`src/rtl/imm_extend_pipe_pkg.sv`:
```
// Shared types and helpers for the pipelined immediate generator.
// The optional illegal-mode counter is enabled by IMM_EXT_ERRCNT_EN.
package imm_ext_pkg;

    typedef enum logic [1:0] {
        IMM_ROT8    = 2'b00,
        IMM_U12     = 2'b01,
        IMM_BR      = 2'b10,
        IMM_ILLEGAL = 2'b11
    } immsrc_t;

    // Tag field is sized for the widest supported sideband; unused upper bits stay zero.
    localparam int TAG_MAX_W = 16;
    localparam int ROT_UNIT  = 2;

    typedef struct packed {
        logic [31:0]          imm;
        logic                 carry;
        logic                 err;
        logic [TAG_MAX_W-1:0] tag;
    } stage_t;

    function automatic logic [31:0] ror32(input logic [31:0] v, input logic [4:0] r);
        logic [5:0] lsh;
        lsh = 6'd32 - {1'b0, r};
        // r == 0 is kept separate so the 32-bit shift never participates.
        if (r == 5'd0) begin
            return v;
        end else begin
            return (v >> r) | (v << lsh);
        end
    endfunction

endpackage

```
`src/rtl/imm_extend_pipe_if.sv`:
```
// Decode-to-execute handshake bundle for imm_extend_pipe (IMM_EXT_ERRCNT_EN
// affects only the separate err_count port, not this interface).
interface imm_ext_if #(parameter int TAG_W = 4);
    logic             in_valid;
    logic             in_ready;
    logic [23:0]      in_instr;
    logic [1:0]       in_immsrc;
    logic             in_carry;
    logic [TAG_W-1:0] in_tag;
    logic             out_valid;
    logic             out_ready;
    logic [31:0]      out_imm;
    logic             out_carry;
    logic             out_err;
    logic [TAG_W-1:0] out_tag;

    modport slave (
        input  in_valid, in_instr, in_immsrc, in_carry, in_tag, out_ready,
        output in_ready, out_valid, out_imm, out_carry, out_err, out_tag
    );

    modport master (
        output in_valid, in_instr, in_immsrc, in_carry, in_tag, out_ready,
        input  in_ready, out_valid, out_imm, out_carry, out_err, out_tag
    );
endinterface

```
`src/rtl/imm_extend_pipe_calc.sv`:
```
// Combinational mode decode, rotate and branch extension feeding stage 0.
// Independent of IMM_EXT_ERRCNT_EN.
module imm_ext_calc
    import imm_ext_pkg::*;
#(
    parameter int BR_SHIFT = 2
) (
    input  logic [23:0] instr_i,
    input  logic [1:0]  immsrc_i,
    input  logic        carry_i,
    output logic [31:0] imm_o,
    output logic        carry_o,
    output logic        err_o
);

    logic [4:0]  rot_s;
    logic [31:0] rot_imm_s;
    logic [31:0] br_sext_s;

    assign rot_s     = 5'({1'b0, instr_i[11:8]} * 5'(ROT_UNIT));
    assign rot_imm_s = ror32({24'd0, instr_i[7:0]}, rot_s);
    assign br_sext_s = {{8{instr_i[23]}}, instr_i};

    // Select result, carry-out and error flag by immediate source.
    always_comb begin
        imm_o   = 32'd0;
        carry_o = carry_i;
        err_o   = 1'b0;
        case (immsrc_t'(immsrc_i))
            IMM_ROT8: begin
                imm_o   = rot_imm_s;
                carry_o = (rot_s == 5'd0) ? carry_i : rot_imm_s[31];
            end
            IMM_U12: begin
                imm_o = {20'd0, instr_i[11:0]};
            end
            IMM_BR: begin
                imm_o = br_sext_s << BR_SHIFT;
            end
            IMM_ILLEGAL: begin
                err_o = 1'b1;
            end
            default: begin
                imm_o = 32'd0;
            end
        endcase
    end

endmodule

```
`src/rtl/imm_extend_pipe.sv`:
```
// Pipelined immediate generator: STAGES-deep valid/ready pipe around imm_ext_calc.
// Define IMM_EXT_ERRCNT_EN to build the saturating illegal-mode counter.
module imm_extend_pipe
    import imm_ext_pkg::*;
#(
    parameter int STAGES   = 2,   // 1..4
    parameter int TAG_W    = 4,   // 1..TAG_MAX_W
    parameter int BR_SHIFT = 2    // 0..3
) (
    input  logic        clk,
    input  logic        reset,
    imm_ext_if.slave    bus,
    output logic [15:0] err_count
);

    logic [STAGES-1:0] valid_q;
    stage_t            payload_q [STAGES];
    stage_t            payload_d;
    logic              advance_s;
    logic              in_fire_s;
    logic              out_fire_s;
    logic [31:0]       calc_imm_s;
    logic              calc_carry_s;
    logic              calc_err_s;

    imm_ext_calc #(.BR_SHIFT(BR_SHIFT)) u_calc (
        .instr_i  (bus.in_instr),
        .immsrc_i (bus.in_immsrc),
        .carry_i  (bus.in_carry),
        .imm_o    (calc_imm_s),
        .carry_o  (calc_carry_s),
        .err_o    (calc_err_s)
    );

    assign advance_s    = !valid_q[STAGES-1] || bus.out_ready;
    assign in_fire_s    = bus.in_valid && advance_s;
    assign out_fire_s   = valid_q[STAGES-1] && bus.out_ready;
    assign bus.in_ready = advance_s;

    // Stage-0 payload; bubbles carry zeros so idle outputs read 0.
    always_comb begin
        payload_d = '0;
        if (in_fire_s) begin
            payload_d.imm   = calc_imm_s;
            payload_d.carry = calc_carry_s;
            payload_d.err   = calc_err_s;
            payload_d.tag   = TAG_MAX_W'(bus.in_tag);
        end else begin
            payload_d = '0;
        end
    end

    // Lock-step shift of every stage on advance; all stages hold otherwise.
    always_ff @(posedge clk) begin
        if (reset) begin
            valid_q <= '0;
            for (int s = 0; s < STAGES; s++) begin
                payload_q[s] <= '0;
            end
        end else if (advance_s) begin
            valid_q[0]   <= in_fire_s;
            payload_q[0] <= payload_d;
            for (int s = 1; s < STAGES; s++) begin
                valid_q[s]   <= valid_q[s-1];
                payload_q[s] <= payload_q[s-1];
            end
        end
    end

    assign bus.out_valid = valid_q[STAGES-1];
    assign bus.out_imm   = payload_q[STAGES-1].imm;
    assign bus.out_carry = payload_q[STAGES-1].carry;
    assign bus.out_err   = payload_q[STAGES-1].err;
    assign bus.out_tag   = payload_q[STAGES-1].tag[TAG_W-1:0];

`ifdef IMM_EXT_ERRCNT_EN
    logic [15:0] err_cnt_q;
    logic [15:0] err_cnt_d;

    // Count illegal beats as they leave, saturating at all-ones.
    always_comb begin
        err_cnt_d = err_cnt_q;
        if (out_fire_s && bus.out_err && (err_cnt_q != 16'hFFFF)) begin
            err_cnt_d = err_cnt_q + 16'd1;
        end else begin
            err_cnt_d = err_cnt_q;
        end
    end

    // Counter register.
    always_ff @(posedge clk) begin
        if (reset) begin
            err_cnt_q <= 16'd0;
        end else begin
            err_cnt_q <= err_cnt_d;
        end
    end

    assign err_count = err_cnt_q;
`else
    logic unused_fire_s;
    assign unused_fire_s = out_fire_s;
    assign err_count     = 16'h0000;
`endif

endmodule

```
`src/flat_wrapper.sv`:
```
// flat-port wrapper written by rule: the top's interface ports become plain ports
module imm_extend_pipe_flat import imm_ext_pkg::*;
#(
    parameter int STAGES   = 2,          
    parameter int TAG_W    = 4,                  
    parameter int BR_SHIFT = 2           
)
  (clk, reset, err_count, bus_in_valid, bus_in_instr, bus_in_immsrc, bus_in_carry, bus_in_tag, bus_out_ready, bus_in_ready, bus_out_valid, bus_out_imm, bus_out_carry, bus_out_err, bus_out_tag);
  imm_ext_if #(.TAG_W(TAG_W)) bus_i ();
  input  logic clk;
  input  logic reset;
  output logic [15:0] err_count;
  input wire logic [$bits(bus_i.in_valid)-1:0] bus_in_valid;
  input wire logic [$bits(bus_i.in_instr)-1:0] bus_in_instr;
  input wire logic [$bits(bus_i.in_immsrc)-1:0] bus_in_immsrc;
  input wire logic [$bits(bus_i.in_carry)-1:0] bus_in_carry;
  input wire logic [$bits(bus_i.in_tag)-1:0] bus_in_tag;
  input wire logic [$bits(bus_i.out_ready)-1:0] bus_out_ready;
  output wire logic [$bits(bus_i.in_ready)-1:0] bus_in_ready;
  output wire logic [$bits(bus_i.out_valid)-1:0] bus_out_valid;
  output wire logic [$bits(bus_i.out_imm)-1:0] bus_out_imm;
  output wire logic [$bits(bus_i.out_carry)-1:0] bus_out_carry;
  output wire logic [$bits(bus_i.out_err)-1:0] bus_out_err;
  output wire logic [$bits(bus_i.out_tag)-1:0] bus_out_tag;
  assign bus_i.in_valid = bus_in_valid;
  assign bus_i.in_instr = bus_in_instr;
  assign bus_i.in_immsrc = bus_in_immsrc;
  assign bus_i.in_carry = bus_in_carry;
  assign bus_i.in_tag = bus_in_tag;
  assign bus_i.out_ready = bus_out_ready;
  assign bus_in_ready = bus_i.in_ready;
  assign bus_out_valid = bus_i.out_valid;
  assign bus_out_imm = bus_i.out_imm;
  assign bus_out_carry = bus_i.out_carry;
  assign bus_out_err = bus_i.out_err;
  assign bus_out_tag = bus_i.out_tag;
  imm_extend_pipe #(.STAGES(STAGES), .TAG_W(TAG_W), .BR_SHIFT(BR_SHIFT)) u_core (.clk(clk), .reset(reset), .bus(bus_i), .err_count(err_count));
endmodule
```
`config.mk`:
```
export PLATFORM = sky130hd
export DESIGN_NAME = imm_extend_pipe_flat
export DESIGN_NICKNAME = d
export VERILOG_FILES = /design/src/rtl/imm_extend_pipe_pkg.sv /design/src/rtl/imm_extend_pipe_if.sv /design/src/rtl/imm_extend_pipe_calc.sv /design/src/rtl/imm_extend_pipe.sv /design/src/flat_wrapper.sv
export SDC_FILE = /design/constraint.sdc
export NUM_CORES = 1
export LEC_CHECK = 0
export BUFFER_PORTS_ARGS = -buffer_cell sky130_fd_sc_hd__buf_2
export CAP_MARGIN = 25
export CORE_MARGIN = 2
export CORE_UTILIZATION = 49
export CTS_BUF_LIST = sky130_fd_sc_hd__clkbuf_8 sky130_fd_sc_hd__clkbuf_16
export DETAILED_ROUTE_END_ITERATION = 10
export HOLD_SLACK_MARGIN = 0.08
export PLACE_DENSITY = 0.72
export SKIP_CTS_REPAIR_TIMING = 1
export SYNTH_ARGS = -nofsm -noshare
export SYNTH_HDL_FRONTEND = slang
export SYNTH_HIERARCHICAL = 1
export SYNTH_SLANG_ARGS = --single-unit
```
`constraint.sdc`:
```
create_clock -name clk -period 11.15 [get_ports clk]
set_clock_uncertainty 0.15 [all_clocks]
set_input_delay 2.7875 -clock clk [delete_from_list [all_inputs] [get_ports clk]]
set_output_delay 2.7875 -clock clk [all_outputs]
set_load 0.05 [all_outputs]
```
## After elaboration in Yosys (flattened, before gate mapping)

Memory sizes are Yosys's and may differ from the RTL's.
Index checks and enable logic that the tools add are counted.

| operators by class | value |
|---|---|
| shift-type cells | 2 |
| muxes and demuxes | 13 |
| equal/unequal tests | 3 |
| reductions and logical operators | 5 |
| add/subtract/negate cells | 1 |
| bitwise operators | 3 |

Operators by type and width:

| cell | count |
|---|---|
| 2-to-1 mux 50 bit | 3 |
| one-hot mux 32 bit (3 select lines) | 1 |
| 2-to-1 mux 32 bit | 1 |
| OR 32 bit | 1 |
| left shift 8 x 6 -> 32 bit | 1 |
| >> shifter 8 x 5 -> 32 bit | 1 |
| 2-to-1 mux 1 bit | 8 |
| subtractor 6 x 5 -> 6 bit (first input constant) | 1 |
| logical NOT 5 bit | 1 |
| equality test 2 bit (second input constant) | 2 |
| equality test 2 x 1 -> 1 bit (second input constant) | 1 |
| logical NOT 2 bit | 1 |
| OR 1 bit | 2 |
| logical AND 1 bit | 1 |
| logical NOT 1 bit | 1 |
| logical OR 1 bit | 1 |

| storage, ports and cells | value |
|---|---|
| logic and storage cells | 29 |
| flip-flop bits (word level) | 2 |
| input port bits | 35 |
| memories kept | 1 |
| memory bits (writable) | 100 |

Memories:

| memory | depth | bits a word | read ports | clocked after memory_dff | write ports | RTL line | text |
|---|---|---|---|---|---|---|---|
| u_core.payload_q | 2 | 50 | 2 | 0 | 2 | imm_extend_pipe.sv:17 | `stage_t payload_q [STAGES];` |

## Logic depth before layout (Yosys ltp)

Gate-level depths: netlist of the first run.

| depth | value |
|---|---|
| word-level depth | 8 |
| mapped depth | 11 |

## Hierarchy

The synthesis of the first run kept the hierarchy.

By module, submodules not included:

| module | area each (um^2) | sequential area each (um^2) | times used | cells an instance |
|---|---|---|---|---|
| imm_extend_pipe | 3,562.2 | 2,322.2 | 1 | 233 |
| imm_ext_calc | 1,327.5 | 0.0 | 1 | 215 |

## Worst setup path after synthesis of the first run

No wires, ideal clock.

| path | value |
|---|---|
| path kind | input-to-output |
| start | input port bus_out_ready |
| end | output port bus_in_ready |
| stages on the path | 4 |
| path slack | 4.828 ns |
| buffers on the path | 2 |
| arrival | 3.385 ns |
| cell sequence | nor2b_1 -> buf_6 -> buf_6 -> inv_1 |

| on the way | value |
|---|---|
| longest elaborated chain between the ends | 1 |

Ends and longest elaborated chain:

| what | RTL line | text |
|---|---|---|
| start: declaration | flat_wrapper.sv:18 | `input wire logic [$bits(bus_i.out_ready)-1:0] bus_out_ready;` |
| logical OR 1 bit | imm_extend_pipe.sv:35 | `assign advance_s = !valid_q[STAGES-1] \|\| bus.out_ready;` |
| end: declaration | flat_wrapper.sv:19 | `output wire logic [$bits(bus_i.in_ready)-1:0] bus_in_ready;` |

No other way between the ends.

## Final worst setup path of the first run

Ends and elaborated chain as after synthesis.

==> impl_metrics.py, run 1 <==
metrics = {
    "run_status": {
        "status": "complete, no violations",
    },
    "placed_design": {
        "io_buffer_count": 74,
        "dp_slack_ns": 4.124,
        "place_congestion": 0.9147,
        "dp.final_hpwl_um": 6838,
        "dpl.cell_count": 579,
    },
    "synthesis": {
        "synth_area_sq_um": 4890,
        "yosysWarnings": 6,
        "ys_types": 63,
        "ys.flop_type": "edfxtp_1",
        "async_flop_share_pct": 0,
        "ys_seq_area_share_pct": 47.49,
        "syn_inst": 448,
        "synth-edff-count": 76,
        "ys_seq_elements": 78,
        "synth_area_per_cell_sq_um": 10.91,
    },
    "floorplanning": {
        "fp.dieW_um": 103.9,
        "num_io_pins": 91,
        "start_util_pct": 50.26,
        "coreArea_sq_um": 9729,
        "rows": 36,
        "die_area_sq_um": 10790,
        "die-height_um": 103.9,
    },
    "routing": {
        "drc_errors": 0,
        "first_iter_violations": 389,
        "wl_per_cell_um": 17.26,
        "final_antenna_net_count": 0,
        "drt-total-wl_um": 10250,
        "avgViaCountPerCell": 5.694,
        "drt-pass1-iter-count": 5,
        "vias": 3382,
    },
    "timing": {
        "min_period_ns": 7.009,
        "tns_ns": 0,
        "slew_viol_final": 0,
        "setup_ws_ns": 4.141,
        "rsz0062_at_grt": "no",
        "tightest_slew_ns": 0.9564,
        "fmax_mhz": 142.7,
        "hold_viol": 0,
        "max_slew_margin_pct": 36.24,
        "period_share_pct": 62.87,
        "setup_viol": 0,
    },
    "pwr": {
        "power.share.switching_pct": 28.83,
        "ir_drop_mv": 0.07473,
        "finalPower_uw": 662.4,
        "seqPwrFrac_pct": 51.0,
        "intPower_uw": 471.5,
        "comb_power_share_pct": 20.0,
        "p_per_area_nw_per_um2": 130.7,
        "switchingPower_uw": 191.0,
        "clkPwrFrac_pct": 29.0,
        "p_leak_nw": 2.027,
    },
    "finish": {
        "postLayoutCoreUtil_pct": 52.11,
        "fill_cells": 930,
        "mostFrequentLayoutCells": "edfxtp_1, buf_2, nor3b_1",
        "drive_gt1_share_pct": 26.25,
        "seq_area_sq_um": 2322,
        "final_cell_count_no_fill": 594,
        "fin_nets": 493,
        "diodes": 0,
        "area_growth_pct": 3.685,
        "final_common_cell": "edfxtp_1",
        "multi_input_area_sq_um": 1987,
    },
    "flow_run": {
        "drv_cap": 0,
    },
    "clock_network": {
        "cts_sinks": 78,
        "cts_tree": "done",
        "clkSlewWorstSetupHoldPaths_ns": 0.07,
        "htreeDepth": 3,
        "clk_latency_ns": 0.34,
        "clk_path_buf_depth": 2,
        "numCtsBuffers": 9,
        "cts_root_buf": "clkbuf_8",
    },
    "worst_setup_path": {
        "cp_cell_sequence": "buf_2, nor2b_4, buf_4, inv_1, buf_2",
        "rr_endpoint": "u_core/payload_q[0][87]",
        "worst_path_largest_cell_delay_ns": 0.68,
        "critical_path_class": "in -> out",
        "worst-path-max-fanout": 79,
        "worstSetupEndpointType": "primary output",
        "worstSetupStartpointType": "primary input",
        "reg2reg_from": "u_core/valid_q[1]",
        "critPathRequiredTime_ns": 8.21,
        "cp_data_arrival_time_ns": 4.07,
        "rr_worst_depth": 3,
        "cpMostUsedCell": "buf_2",
        "rrSetupSlack_ns": 8.58,
        "crit_path_top_delay_cell": "buf_4",
    },
    "grt": {
        "antenna_found_initial": 0,
        "grtUsageTotal_pct": 18.86,
        "grt_pass1_vias": 3103,
        "grt_first_pass_wirelength_um": 16220,
        "grt_overflow": 0,
        "grt_max_degree": 80,
    },
    "hold_path": {
        "holdPathStages": 2,
        "hp-class": "reg -> reg",
        "min_from": "u_core/valid_q[0]",
        "min_to": "u_core/valid_q[1]",
    },
}
-- worst max-delay path, delay by kind of cell --
kind | cells | cell delay [ns]
buffers and inverters | 4 | 1.17
and+or+nand+nor | 1 | 0.10
-- power by group through the flow --
stage / clock [mW] / sequential [mW] / combinational [mW]
after global routing: 0.211 / 0.339 / 0.140
final: 0.192 / 0.338 / 0.132
after CTS: 0.200 / 0.338 / 0.131
after global placement: 0 / 0.344 / 0.130
after detailed placement: 0 / 0.344 / 0.130
after floorplan: 0 / 0.346 / 0.113
-- through the flow --
step / hold slack (ns) / area (sq um)
after global placement: 0.2909 / 4891
after global routing: 0.3411 / 5070
after detailed placement: 0.2950 / 4891
after CTS: 0.3132 / 5070
after floorplan: 0.2755 / 4946
final: 0.3064 / 5070
-- synthesized netlist by cell type (3+ instances only) --
master | instances | area share, %
nor4_1 | 3 | 0.38
nand3b_1 | 3 | 0.46
buf_6 | 6 | 1.4
buf_2 | 20 | 2.0
o22ai_1 | 4 | 0.51
nand3_1 | 6 | 0.61
a22oi_1 | 6 | 0.92
nor2b_1 | 10 | 1.3
o21ai_0 | 22 | 2.3
mux2i_1 | 13 | 2.7
a21oi_1 | 15 | 1.5
inv_1 | 7 | 0.54
buf_4 | 54 | 8.3
nand2_1 | 29 | 2.2
a32oi_1 | 6 | 1.1
nor2_1 | 13 | 1.0
nor3b_2 | 20 | 5.1
mux2_2 | 4 | 0.92
edfxtp_1 | 76 | 47
nor3b_1 | 56 | 8.6
a21o_1 | 4 | 0.61
nand2b_1 | 5 | 0.64
nor3_1 | 3 | 0.31
clkbuf_1 | 11 | 0.84
and2_1 | 5 | 0.64
-- logic make-up (layout without fill, tap and decap cells) --
logic type	count (synthesis)	count (layout)	share of synthesized area (%)
simple gates	164	164	23.23
buf+inv	101	99	13.33
compound gates	84	84	11.67
flops	78	78	47.49
mux	17	17	3.582
xor+xnor	2	2	0.3583
fa+ha+maj	1	1	0.2558
other cells	1	16	0.07669
-- sequential cells by signal, indices dropped and copies added, names as in the netlist --
signal / flops
u_core/payload_q: 76
u_core/valid_q: 2
-- worst max path at each step --
stage	slack, ns	start	cells past startpoint	end
after floorplan	4.83	bus_out_ready	4	bus_in_ready
after global placement	4.17	bus_out_ready	5	bus_in_ready
after detailed placement	4.12	bus_out_ready	5	bus_in_ready
after CTS	4.12	bus_out_ready	5	bus_in_ready
after global routing	4.05	bus_out_ready	5	bus_in_ready
final	4.14	bus_out_ready	5	bus_in_ready
-- per-layer routing --
layer,GRT usage [%],share of wire [%],vias up
li1,-,-,1596
met1,26.79,45,1623
met2,29.14,47,150
met3,3.321,6.2,13
met4,6.757,1.5,0
met5,0,0,-
-- final cells by class --
type / count / share of cell area, %
flip-flops and latches: 78 / 45.80
multi-input cells: 284 / 39.19
repair buffers: 76 / 7.601
well taps: 133 / 3.282
clock buffers: 9 / 2.443
clock inverters: 6 / 1.086
inverters: 8 / 0.5923
(Power assumes the default switching activity.)
==> inputs of run 2 (changes only) <==
--- a/config.mk
+++ b/config.mk
@@ -5,6 +5,7 @@
 export SDC_FILE = /design/constraint.sdc
 export NUM_CORES = 1
 export LEC_CHECK = 0
+export ABC_AREA = 1
 export BUFFER_PORTS_ARGS = -buffer_cell sky130_fd_sc_hd__buf_2
 export CAP_MARGIN = 25
 export CORE_MARGIN = 2
==> constraint.sdc (replaced) <==
create_clock -name clk -period 6.7 [get_ports clk]
set_clock_uncertainty 0.15 [all_clocks]
set_input_delay 1.675 -clock clk [delete_from_list [all_inputs] [get_ports clk]]
set_output_delay 1.675 -clock clk [all_outputs]
set_load 0.05 [all_outputs]
==> run 2 against run 1 <==
Effect of this change: sequential power is 66% higher; total power is 70% higher; die area is 4.3% lower; first-iteration DRC count is 48% lower; via count is 0.27% lower; cell area is 2.6% lower; critical path depth is 1 lower; non-clock buffer count is 1 lower; register-to-register slack worse by 3.7 ns; cell count is 26% higher; hold slack worse by 0.00057 ns; critical endpoint unchanged; largest cell class unchanged.
==> impl_metrics.py, run 2 <==
metrics = {
    "timing": {
        "fmax_mhz": 252.3,
        "slew_viol_final": 0,
        "hold_viol": 0,
        "tns_ns": 0,
        "period_share_pct": 59.16,
        "tightest_slew_ns": 0.9811,
        "rsz0062_at_grt": "no",
        "max_slew_margin_pct": 34.59,
        "min_period_ns": 3.964,
        "setup_viol": 0,
        "whs_ns": 0.3058,
    },
    "clock_network": {
        "htreeDepth": 3,
        "clk_path_buf_depth": 2,
        "clkSlewWorstSetupHoldPaths_ns": 0.09,
        "cts_root_buf": "clkbuf_8",
        "cts_sinks": 78,
        "cts_tree": "done",
        "numCtsBuffers": 9,
        "clk_latency_ns": 0.35,
    },
    "placed_design": {
        "dpl.cell_count": 733,
        "place_congestion": 0.9437,
        "io_buffer_count": 74,
        "dp.final_hpwl_um": 6846,
    },
    "finish": {
        "final_cell_count_no_fill": 749,
        "top_regs": "u_core/payload_q x76, u_core/valid_q x2",
        "largest_reg_flops": 76,
        "top_register": "u_core/payload_q",
        "final_common_cell": "nand2_1",
        "diodes": 0,
        "seq_area_sq_um": 2322,
        "multi_input_area_sq_um": 1444,
        "fin_nets": 651,
        "fill_cells": 889,
        "mostFrequentLayoutCells": "nand2_1, inv_1, nor2_1",
        "area_growth_pct": 5.761,
        "drive_gt1_share_pct": 19.19,
    },
    "grt": {
        "grt_first_pass_wirelength_um": 15310,
        "busiest_layer": "met2",
        "grt_use_met3_pct": 3.865,
        "antenna_found_initial": 0,
        "grt_use_met1_pct": 25.32,
        "grtUsageTotal_pct": 19.43,
        "use_met2_pct": 31.68,
        "grt_overflow": 0,
        "grt_pass1_vias": 3310,
        "grt_max_degree": 78,
    },
    "worst_setup_path": {
        "crit_buf_inv": 3,
        "worstSetupEndpointType": "primary output",
        "worstSetupStartpointType": "primary input",
        "worst_path_largest_cell_delay_ns": 0.26,
        "cpLargestDelayFamily": "buffers and inverters",
        "critPathRequiredTime_ns": 4.88,
        "crit_path_top_delay_cell": "buf_2",
        "rrSetupSlack_ns": 4.84,
        "cp_data_arrival_time_ns": 2.14,
        "cpMostUsedCell": "buf_2",
        "worst-path-max-fanout": 3,
        "critical_path_class": "in -> out",
        "cp_cell_sequence": "buf_2, inv_1, nand2_2, buf_2",
    },
    "routing": {
        "wl_per_cell_um": 12.55,
        "vias": 3373,
        "final_antenna_net_count": 0,
        "drc_errors": 0,
        "avgViaCountPerCell": 4.503,
        "drt-pass1-iter-count": 5,
        "first_iter_violations": 203,
        "drt-total-wl_um": 9401,
    },
    "synthesis": {
        "synth_area_sq_um": 4669,
        "synth.top_cell.area_share_pct": 48.87,
        "yosys.area.top_type": "edfxtp_1",
        "yosysWarnings": 6,
        "syn_inst": 583,
        "synth-edff-count": 76,
        "ys.flop_type": "edfxtp_1",
        "synth_common_cells": "nand2_1, inv_1, nor2_1",
        "ys_types": 26,
        "async_flop_share_pct": 0,
        "ys_seq_area_share_pct": 49.73,
        "synth_area_leaders": "edfxtp_1, nand2_1, inv_1",
        "synth.most_common_cell": "nand2_1",
        "synth_area_per_cell_sq_um": 8.009,
        "ys_seq_elements": 78,
    },
    "pwr": {
        "seqPwrFrac_pct": 49.9,
        "clkPwrFrac_pct": 32.0,
        "p_leak_nw": 2.458,
        "power.share.switching_pct": 30.92,
        "p_per_area_nw_per_um2": 228.3,
        "comb_power_share_pct": 18.1,
        "switchingPower_uw": 348.6,
        "intPower_uw": 778.7,
        "finalPower_mw": 1.127,
        "ir_drop_mv": 0.08779,
    },
    "floorplanning": {
        "die_area_sq_um": 10330,
        "rows": 35,
        "die-height_um": 101.6,
        "fp.dieW_um": 101.6,
        "coreArea_sq_um": 9240,
        "num_io_pins": 91,
        "start_util_pct": 50.53,
    },
    "run_status": {
        "status": "complete, no violations",
    },
    "hold_path": {
        "hp-class": "reg -> reg",
    },
    "flow_run": {
        "drv_cap": 0,
    },
}
==> run 2: cell count changes in the layout (fill, tap and decap cells not counted), moves of 20 or more <==
cell / before / now
nand3_1: 6 / 29
nor3b_2: 20 / 0
nor3b_1: 56 / 0
inv_1: 8 / 107
nor2_1: 13 / 79
nand2_1: 29 / 150
==> run 2: metrics by stage <==
stage / instance area, sq um / util, % / setup WS, ns
2_1_floorplan: 4726 / - / 2.717
3_3_place_gp: 4736 / 51.25 / 2.748
3_5_place_dp: 4736 / 51.25 / 2.740
4_1_cts: 4938 / 53.45 / 2.739
5_1_grt: 4938 / 53.45 / 2.719
6_report: 4938 / 53.45 / 2.736
==> run 2: cell type report <==
| type | instances | area share, % |
|---|---|---|
| Inverter | 114 | 8.715 |
| Timing Repair Buffer | 75 | 7.651 |
| Multi-Input combinational cell | 337 | 29.24 |
| Clock inverter | 7 | 1.596 |
| Clock buffer | 9 | 2.508 |
| Sequential cell | 78 | 47.02 |
| Tap cell | 129 | 3.268 |
==> run 2: metal layers <==
metal / part of all wire (%) / up-vias
li1: - / 1779
met1: 46 / 1481
met2: 47 / 99
met3: 4.6 / 14
met4: 2.3 / 0
met5: 0 / -
==> run 2: final timing paths <==
check	end	cells after the start	start
worst max-delay path	bus_in_ready	4	bus_out_ready
worst max register to register	u_core/payload_q[0][43]	3	u_core/valid_q[1]
worst min-delay path	u_core/valid_q[1]	2	u_core/valid_q[0]
worst min register to register	u_core/valid_q[1]	2	u_core/valid_q[0]
==> run 2: cell families after synthesis <==
group           count (synthesis)  share of synthesized area [%]
flops                          78                          49.73
other cells                     1                        0.08031
fa+ha+maj                       1                         0.2679
buf+inv                       183                          20.71
simple gates                  281                          24.73
compound gates                 39                          4.475
==> run 2: power by group through the flow <==
stage | clock [mW] | sequential, mW | combinational [mW]
global placement | 0 | 0.573 | 0.202
detailed placement | 0 | 0.574 | 0.203
floorplan | 0 | 0.577 | 0.177
CTS | 0.371 | 0.563 | 0.203
global route | 0.386 | 0.565 | 0.225
finish | 0.361 | 0.562 | 0.204
==> run 2: tightest hold or removal path, stage by stage, from the launching register on <==
cell,delay (ns)
dfxtp_1,0.32
nand2_1,0.06
nand2_1,0.04
==> inputs of run 3 (changes only) <==
--- a/config.mk
+++ b/config.mk
@@ -13,7 +13,7 @@
 export CTS_BUF_LIST = sky130_fd_sc_hd__clkbuf_8 sky130_fd_sc_hd__clkbuf_16
 export DETAILED_ROUTE_END_ITERATION = 10
 export HOLD_SLACK_MARGIN = 0.08
-export PLACE_DENSITY = 0.72
+export PLACE_DENSITY = 0.75
 export SKIP_CTS_REPAIR_TIMING = 1
 export SYNTH_ARGS = -nofsm -noshare
 export SYNTH_HDL_FRONTEND = slang
==> constraint.sdc (replaced) <==
create_clock -name clk -period 3.25 [get_ports clk]
set_clock_uncertainty 0.15 [all_clocks]
set_input_delay 0.8125 -clock clk [delete_from_list [all_inputs] [get_ports clk]]
set_output_delay 0.8125 -clock clk [all_outputs]
set_load 0.05 [all_outputs]
==> run 3 against run 2 <==
Effect of this change: via count is 2.4% higher; cell count is 0.13% higher; largest power group unchanged; global-route usage is 0.31 points higher; critical path type is now in -> reg; flip-flop and latch count stayed put; total power is 96% higher; first-iteration DRC count is 50% higher.
==> impl_metrics.py, run 3 (synthesis results as in run 2) <==
metrics = {
    "routing": {
        "first_iter_violations": 304,
        "drt-pass1-iter-count": 5,
        "drc_errors": 0,
        "final_antenna_net_count": 0,
        "wl_per_cell_um": 13.04,
        "avgViaCountPerCell": 4.607,
        "drt-total-wl_um": 9783,
        "vias": 3455,
    },
    "clock_network": {
        "cts_root_buf": "clkbuf_8",
        "clk_path_buf_depth": 2,
        "cts_sinks": 78,
        "cts_tree": "done",
        "htreeDepth": 3,
        "clk_latency_ns": 0.35,
        "clkSlewWorstSetupHoldPaths_ns": 0.08,
        "numCtsBuffers": 9,
    },
    "timing": {
        "fmax_mhz": 367.3,
        "max_slew_margin_pct": 35.07,
        "slew_viol_final": 0,
        "setup_viol": 0,
        "min_period_ns": 2.723,
        "period_share_pct": 83.77,
        "hold_viol": 0,
        "tightest_slew_ns": 0.9740,
        "rsz0062_at_grt": "no",
        "tns_ns": 0,
        "whs_ns": 0.3142,
    },
    "finish": {
        "post-route-cell-area_sq_um": 4908,
        "largest_reg_flops": 76,
        "fill_cells": 940,
        "multi_input_area_sq_um": 1444,
        "top_register": "u_core/payload_q",
        "final_cell_count_no_fill": 750,
        "final_common_cell": "nand2_1",
        "area_growth_pct": 5.118,
        "diodes": 0,
        "postLayoutCoreUtil_pct": 53.12,
        "mostFrequentLayoutCells": "nand2_1, inv_1, nor2_1",
        "drive_gt1_share_pct": 19.00,
        "seq_area_sq_um": 2322,
        "top_regs": "u_core/payload_q x76, u_core/valid_q x2",
        "fin_nets": 652,
    },
    "grt": {
        "grt_first_pass_wirelength_um": 15670,
        "grt_pass1_vias": 3237,
        "antenna_found_initial": 0,
        "grtUsageTotal_pct": 19.73,
        "grt_overflow": 0,
        "grt_max_degree": 78,
    },
    "worst_setup_path": {
        "crit_buf_inv": 5,
        "cp_data_arrival_time_ns": 2.78,
        "worst-path-max-fanout": 17,
        "cp_cell_sequence": "buf_2, inv_4, ha_1, inv_1, nand2_1, nand2_2, inv_2, o21ai_0, nand2_1, o21ai_0, inv_1, nor2_1",
        "worstSetupStartpointType": "primary input",
        "crit_path_top_delay_cell": "o21ai_0",
        "rrSetupSlack_ns": 1.41,
        "worstSetupEndpointType": "flip-flop",
        "critPathRequiredTime_ns": 3.31,
        "worst_path_largest_cell_delay_ns": 0.44,
        "critical_path_class": "in -> reg",
        "cpLargestDelayFamily": "buffers and inverters",
    },
    "pwr": {
        "p_per_area_nw_per_um2": 449.4,
        "p_leak_nw": 2.450,
        "comb_power_share_pct": 19.3,
        "switchingPower_uw": 692.5,
        "power.share.switching_pct": 31.39,
        "intPower_mw": 1.514,
        "seqPwrFrac_pct": 52.6,
        "ir_drop_mv": 0.1668,
        "clkPwrFrac_pct": 28.1,
    },
    "floorplanning": {
        "rows": 35,
        "die-height_um": 101.6,
        "coreArea_sq_um": 9240,
        "die_area_sq_um": 10330,
        "start_util_pct": 50.53,
        "fp.dieW_um": 101.6,
        "num_io_pins": 91,
    },
    "placed_design": {
        "dpl_cell_area_sq_um": 4743,
        "dp.final_hpwl_um": 7103,
        "dpl.cell_count": 734,
        "place_congestion": 0.9144,
        "io_buffer_count": 74,
    },
    "hold_path": {
        "hp-class": "reg -> reg",
    },
    "flow_run": {
        "drv_cap": 0,
    },
    "run_status": {
        "status": "complete, no violations",
    },
}
==> run 3: cell count changes in the layout (fill, tap and decap cells not counted), sizes merged <==
cell and delta:
clkinvlp -1, buf +1, bufinv -1, inv -3, clkinv +5
==> run 3: worst register-to-register path, cell delays in order, from the launching register on <==
cell	delay, ns
dfxtp_1	0.36
inv_1	0.05
nor2_1	0.22
nand2_4	0.57
==> run 3: area by class of cell <==
type                            count  share of cell area, %
Sequential cell                    78                  47.31
Multi-Input combinational cell    337                  29.42
Clock buffer                        9                  2.524
Clock inverter                      7                 0.8412
Timing Repair Buffer               76                  7.851
Inverter                          114                  8.769
Tap cell                          129                  3.288
==> run 3: path summary, 6_finish.rpt <==
check / from / cells past startpoint / to
hold reg to reg: u_core/valid_q[0] / 2 / u_core/valid_q[1]
setup / recovery: bus_in_instr[8] / 12 / u_core/payload_q[0][31]
setup reg to reg: u_core/valid_q[1] / 3 / u_core/payload_q[0][44]
hold / removal: u_core/valid_q[0] / 2 / u_core/valid_q[1]
==> run 3: metrics by stage <==
step	setup WS [ns]	power, mW
after detailed placement	0.2622	1.606
after global placement	0.2912	1.600
final	0.5274	2.206
after global routing	0.4403	2.306
after CTS	0.6188	2.223
after floorplan	0.1297	1.555
==> run 3: power groups by stage <==
stage	logic, mW	registers (mW)	clock network (mW)
2_1_floorplan	0.365	1.19	0
3_3_place_gp	0.418	1.18	0
3_5_place_dp	0.421	1.18	0
4_1_cts	0.423	1.16	0.639
5_1_grt	0.465	1.17	0.675
6_report	0.425	1.16	0.620
==> run 3: routing by layer <==
metal	vias up	track usage (%)	wire [um]	share of wire [%]
li1	1783	-	-	-
met1	1559	26.31	4438	45
met2	103	32.89	4812	49
met3	10	2.553	391	4.0
met4	0	7.484	142	1.5
met5	-	0	0	0
